**src/rtl/cs.sv**
```systemverilog
// cs: 9-deep sliding-window approximate-average filter (8-bit samples, 10-bit output).
// Optional output register selected by defining CS_OUTREG_EN; default build drives Y combinationally.
module cs (
    input  logic       clk,
    input  logic       reset,
    input  logic [7:0] X,
    output logic [9:0] Y
);

    localparam int DEPTH = 9;

    logic [7:0]  win_p0 [DEPTH];
    logic [11:0] sum;
    logic [11:0] avg;
    logic [7:0]  xappr;
    logic [12:0] total;
    logic [9:0]  y_next;

    function automatic logic [11:0] div9(input logic [11:0] v);
        return v / 12'd9;
    endfunction

    function automatic logic [9:0] floor_div8(input logic [12:0] v);
        return 10'(v >> 3);
    endfunction

    // Stage p0: window shift register, newest sample in slot 0
    always_ff @(posedge clk or negedge reset) begin
        if (!reset) begin
            for (int i = 0; i < DEPTH; i++) begin
                win_p0[i] <= '0;
            end
        end else begin
            win_p0[0] <= X;
            for (int i = 1; i < DEPTH; i++) begin
                win_p0[i] <= win_p0[i-1];
            end
        end
    end

    always_comb begin
        sum = '0;
        for (int i = 0; i < DEPTH; i++) begin
            sum = sum + {4'b0000, win_p0[i]};
        end
        avg = div9(sum);
        // Starting from 0 is safe: the window minimum never exceeds the average.
        xappr = '0;
        for (int i = 0; i < DEPTH; i++) begin
            if (({4'b0000, win_p0[i]} <= avg) && (win_p0[i] > xappr)) begin
                xappr = win_p0[i];
            end
        end
        total  = 13'(sum) + 13'(xappr) * 13'd9;
        y_next = floor_div8(total);
    end

`ifdef CS_OUTREG_EN
    logic [9:0] y_p1;

    // Stage p1: registered output, one extra cycle of latency
    always_ff @(posedge clk or negedge reset) begin
        if (!reset) begin
            y_p1 <= '0;
        end else begin
            y_p1 <= y_next;
        end
    end

    assign Y = y_p1;
`else
    assign Y = y_next;
`endif

endmodule

```
**config.mk**
```make
export PLATFORM = sky130hd
export DESIGN_NAME = cs
export DESIGN_NICKNAME = d
export VERILOG_FILES = /design/src/rtl/cs.sv
export SDC_FILE = /design/constraint.sdc
export NUM_CORES = 1
export LEC_CHECK = 0
export BUFFER_PORTS_ARGS = -buffer_cell sky130_fd_sc_hd__clkbuf_2
export CAP_MARGIN = 20
export CORE_UTILIZATION = 45
export DETAILED_ROUTE_END_ITERATION = 8
export HOLD_SLACK_MARGIN = 0.03
export PLACE_DENSITY = 0.63
export SLEW_MARGIN = 20
export SYNTH_ARGS = -nofsm -noshare
export SYNTH_HDL_FRONTEND = slang
export SYNTH_SLANG_ARGS = --single-unit
```
**constraint.sdc**
```tcl
create_clock -name clk -period 39.7 [get_ports clk]
set_clock_uncertainty 0.2 [all_clocks]
set_input_delay 7.94 -clock clk [delete_from_list [all_inputs] [get_ports clk]]
set_output_delay 7.94 -clock clk [all_outputs]
set_load 0.02 [all_outputs]
```
==> impl_metrics.json, run 1 <==
{
  "slew_violations": 0,
  "drive_gt1_share_pct": 7.88,
  "worstSkewPairLatency_ns": 0.35,
  "post_synth.cell_area_avg_sq_um": 9.13,
  "drtIter0Drc": 329,
  "arrival_ns": 29.12,
  "final_cell_count_no_fill": 1306,
  "startpoint_type": "flop",
  "finalWirelength_microns": 23900,
  "path_depth": 128,
  "outcome": "finished clean",
  "cts_buffers": 9,
  "min_path_cells": 0,
  "final.setup.tns_ns": 0,
  "nets": 1266,
  "ys_seq_area_share_pct": 19.6,
  "tightest_slew_ns": 1.05,
  "reg2reg_to": "win_p0[34]$_DFF_PN0_",
  "postPlaceCellArea_sq_mm": 0.00966,
  "critPathSlowestCell": "a21oi_1",
  "first_pass_iters": 5,
  "fin_util_pct": 50.5,
  "ys_types": 79,
  "vias": 7401,
  "cts_tree": "done",
  "crit_path_max_incr_delay_ns": 0.74,
  "die_area_sq_mm": 0.0210,
  "cts.htree.levels": 3,
  "fin_area_sq_mm": 0.00996,
  "synth-edff-count": 0,
  "fmax_mhz": 26.8,
  "regMostFlops": "win_p0",
  "synth_nets": 1238,
  "largest_reg_flops": 72,
  "hold_buffers": 0,
  "cts_setup_buffers": 0,
  "yosys_warnings": 0,
  "cap_violations": 0,
  "synth_top_area_share_pct": 21.9,
  "synth.area.top_cells": "ha_1 (22%), dfrtp_1 (20%), fa_1 (13%)",
  "syn_area_sq_mm": 0.00920,
  "track_usage_pct": 24.2,
  "place.gp.congestion": 0.883,
  "rsz0062_at_grt": "false",
  "crit_buf_inv": 18,
  "hold_path.class": "flop to flop",
  "wl_per_cell_microns": 18.3,
  "fin_crit_ns": 37.26,
  "die_w_microns": 145,
  "worst-setup-path-type": "flop to primary output",
  "grt_max_degree": 56,
  "antenna_found_initial": 0,
  "ys_ff_latch": 72,
  "core_area_sq_mm": 0.0197,
  "async_flop_share_pct": 100,
  "grt-ovfl-total": 0,
  "die_h_microns": 145,
  "drc_errors": 0,
  "clkSlewWorstSetupHoldPaths_ns": 0.06,
  "slew_headroom_pct": 29.7,
  "path_max_fanout": 16,
  "hold_path_end": "win_p0[16]$_DFF_PN0_",
  "ys.flop_type": "dfrtp_1",
  "io_pins": 20,
  "cts_resized": 0,
  "largestRegisters": "win_p0: 72 flops",
  "area_growth_pct": 8.31,
  "grt_pass1_wl_microns": 39700,
  "syn_inst": 1008,
  "reg2reg_depth": 0,
  "clk_root_buffer_cell": "clkbuf_16",
  "clkSinkCount": 72,
  "hp-start": "win_p0[24]$_DFF_PN0_",
  "dp_cells": 1290,
  "clk_path_buf_depth": 2,
  "finalHoldViolCount": 0,
  "core.rowCount": 51,
  "grt_pass1_vias": 7364,
  "setup_viol": 0,
  "critPathRequiredTime_ns": 31.56,
  "timing.rr.start": "win_p0[42]$_DFF_PN0_",
  "yosys.area.top_type": "ha_1",
  "ant_nets": 0,
  "cp-end-kind": "primary output",
  "critPathMostFrequentCell": "ha_1",
  "cpLargestDelayFamily": "compound AO/OA/AOI/OAI gates",
  "hpwl_microns": 18800,
  "r2r_slack_ns": 38.75,
  "io_buffers": 19,
  "antenna_cells": 0,
  "fin_crit_sh_pct": 93.9,
  "start_util_pct": 46.7,
  "viasPerCell": 5.67
}
[cell usage in the layout, fill, tap and decap left out, types with 8 or more instances in the layout]
master | synthesis | final
fa_1 | 59 | 59
nor2b_1 | 21 | 21
mux2i_1 | 20 | 20
mux2_2 | 11 | 11
o21a_1 | 15 | 15
o21ai_0 | 60 | 60
and3_1 | 8 | 8
ha_1 | 161 | 161
nor2_1 | 52 | 52
a21oi_1 | 77 | 77
inv_1 | 137 | 137
nor3_1 | 9 | 9
dfrtp_1 | 72 | 72
nand2_1 | 47 | 47
a21o_1 | 27 | 27
xnor2_1 | 20 | 20
nand2b_1 | 16 | 16
clkbuf_16 | 0 | 9
nand4_1 | 12 | 12
a31oi_1 | 12 | 12
nand3_1 | 31 | 31
o211ai_1 | 10 | 10
clkbuf_2 | 0 | 18
buf_4 | 1 | 13
xor2_1 | 9 | 9
[layer usage]
metal	GRT usage, %	up-vias	part of all wire (%)
li1	-	3649	-
met1	35.0	3581	50
met2	37.3	135	45
met3	3.11	36	3.2
met4	7.66	0	2.4
met5	0	-	0
[metrics by stage]
step | worst slack (ns) | hold WS [ns]
3_5_place_dp | 3.14 | 0.228
3_3_place_gp | 3.50 | 0.225
2_1_floorplan | 5.32 | 0.204
5_1_grt | 0.159 | 0.260
4_1_cts | 2.64 | 0.242
6_report | 2.44 | 0.238
[Yosys cell counts, drive strengths merged (11+ instances only)]
cell type and instances:
mux2i 22, o211ai 11, a21oi 77, xnor2 20, nand2b 16, nor2b 21
clkbuf 11, nand2 47, o21ai 69, a31oi 12, nand4 12, nand3 31
dfrtp 72, mux2 12, fa 59, nor2 52, a21o 27, o21a 15
ha 161, inv 138
[worst max-delay path by stage]
stage | slack [ns] | end | from
after global routing | 0.16 | Y[8] | win_p0[18]$_DFF_PN0_
after CTS | 2.64 | Y[8] | win_p0[18]$_DFF_PN0_
after floorplan | 5.32 | Y[5] | win_p0[18]$_DFF_PN0_
final | 2.44 | Y[8] | win_p0[18]$_DFF_PN0_
after detailed placement | 3.14 | Y[8] | win_p0[18]$_DFF_PN0_
after global placement | 3.50 | Y[8] | win_p0[18]$_DFF_PN0_
[area by class of cell]
class	count	area [sq um]
multi-input combinational	782	6810
timing repair buffer	31	188
tap	265	332
clock inverter	7	78.8
inverter	140	526
fill	1841	9750
clock buffer	9	225
sequential	72	1800
[cells by family after synthesis]
logic type      Yosys count  share of synthesized area (%)
compound gates          269                           19.7
xor+xnor                 29                           2.76
fa+ha+maj               225                           35.3
buf+inv                 154                           6.35
flops                    72                           19.6
mux                      34                           3.99
simple gates            225                           12.3
Power of run 1 is left out: the tool's default activity adds up to more than one toggle a clock period on the data nets, which glitch-free logic cannot reach.
==> inputs of run 2 (changes only) <==
CORE_UTILIZATION = 42   (was 45)
PLACE_DENSITY = 0.6   (was 0.63)
==> impl_metrics.json, run 2 (synthesis results as in run 1) <==
{
  "outcome": "finished clean",
  "worstSkewPairLatency_ns": 0.36,
  "wl_per_cell_microns": 18.8,
  "cpLargestDelayFamily": "compound AO/OA/AOI/OAI gates",
  "startpoint_type": "flop",
  "finalWirelength_microns": 24700,
  "viasPerCell": 5.66,
  "cts_setup_buffers": 0,
  "critPathRequiredTime_ns": 31.56,
  "grt_max_degree": 50,
  "clk_path_buf_depth": 2,
  "tightest_slew_ns": 0.905,
  "setup_ws_ns": 3.52,
  "worst-setup-path-type": "flop to primary output",
  "clkSlewWorstSetupHoldPaths_ns": 0.06,
  "cp-end-kind": "primary output",
  "die_h_microns": 150,
  "drtIter0Drc": 401,
  "grt_pass1_vias": 7256,
  "final.setup.tns_ns": 0,
  "hold_buffers": 0,
  "cts_buffers": 9,
  "fin_crit_ns": 36.18,
  "antenna_found_initial": 0,
  "io_pins": 20,
  "place.gp.congestion": 0.874,
  "track_usage_pct": 23.6,
  "rsz0062_at_grt": "false",
  "core_area_sq_mm": 0.0212,
  "setup_viol": 0,
  "crit_buf_inv": 13,
  "final_common_cell": "ha_1",
  "path_max_fanout": 16,
  "area_growth_pct": 8.64,
  "regMostFlops": "win_p0",
  "vias": 7459,
  "slew_violations": 0,
  "ant_nets": 0,
  "core.rowCount": 53,
  "largestRegisters": "win_p0: 72 flops",
  "fmax_mhz": 27.6,
  "antenna_cells": 0,
  "slew_headroom_pct": 39.7,
  "fillers": 2063,
  "first_pass_iters": 5,
  "hpwl_microns": 19700,
  "cts_resized": 0,
  "nets": 1267,
  "arrival_ns": 28.04,
  "cap_violations": 0,
  "die_area_sq_mm": 0.0225,
  "die_w_microns": 150,
  "grt_pass1_wl_microns": 40100,
  "hold_path.class": "flop to flop",
  "clk_root_buffer_cell": "clkbuf_16",
  "finalHoldViolCount": 0,
  "critPathSlowestCell": "a21oi_1",
  "fin_crit_sh_pct": 91.1,
  "cts_tree": "done",
  "whs_ns": 0.241,
  "io_buffers": 19,
  "largest_reg_flops": 72,
  "drive_gt1_share_pct": 7.97,
  "crit_path_max_incr_delay_ns": 0.72,
  "start_util_pct": 43.3,
  "grt-ovfl-total": 0,
  "dp_slack_ns": 3.93,
  "drc_errors": 0,
  "cts.htree.levels": 3,
  "mostFrequentLayoutCells": "ha_1 (161), inv_1 (137), a21oi_1 (77)",
  "clkSinkCount": 72
}
==> run 2: cell count changes in the layout (fill, tap and decap cells not counted), sizes merged <==
cell	delta
clkinv	+1
clkinvlp	-2
clkbuf	+2
==> run 2: final cells by class <==
type / instances / area (sq um) / share of cell area [%]
flip-flops and latches: 72 / 1800 / 18.0
clock buffers: 10 / 239 / 2.39
clock inverters: 6 / 75.1 / 0.751
inverters: 140 / 526 / 5.26
multi-input cells: 782 / 6810 / 68.2
well taps: 275 / 344 / 3.44
repair buffers: 32 / 195 / 1.95
==> run 2: final timing paths <==
check / start / to / slack [ns] / cells past startpoint
max: win_p0[18]$_DFF_PN0_ / Y[8] / 3.52 / 126
min: win_p0[24]$_DFF_PN0_ / win_p0[16]$_DFF_PN0_ / 0.24 / 0
max reg2reg: win_p0[42]$_DFF_PN0_ / win_p0[34]$_DFF_PN0_ / 38.73 / 0
min reg2reg: win_p0[24]$_DFF_PN0_ / win_p0[16]$_DFF_PN0_ / 0.24 / 0
max in group asynchronous: reset / win_p0[68]$_DFF_PN0_ / 31.02 / 2
min in group asynchronous: reset / win_p0[10]$_DFF_PN0_ / 7.30 / 1
==> run 2: metal layers <==
metal,routed length (microns),track usage [%],part of all wire (%),up-vias
li1,-,-,-,3645
met2,11400,38.2,46,180
met3,936,3.54,3.8,29
met4,408,5.91,1.6,0
met1,12000,32.8,49,3605
met5,0,0,0,-
==> run 2: metrics by stage <==
| step | utilization [%] | area, sq um | cells |
|---|---|---|---|
| after floorplan | - | 9200 | 1008 |
| after global placement | 45.6 | 9670 | 1300 |
| after detailed placement | 45.6 | 9670 | 1300 |
| after CTS | 47.1 | 9990 | 1316 |
| after global routing | 47.1 | 9990 | 1317 |
| final | 47.1 | 9990 | 1317 |
Power of run 2 is left out for the same reason.
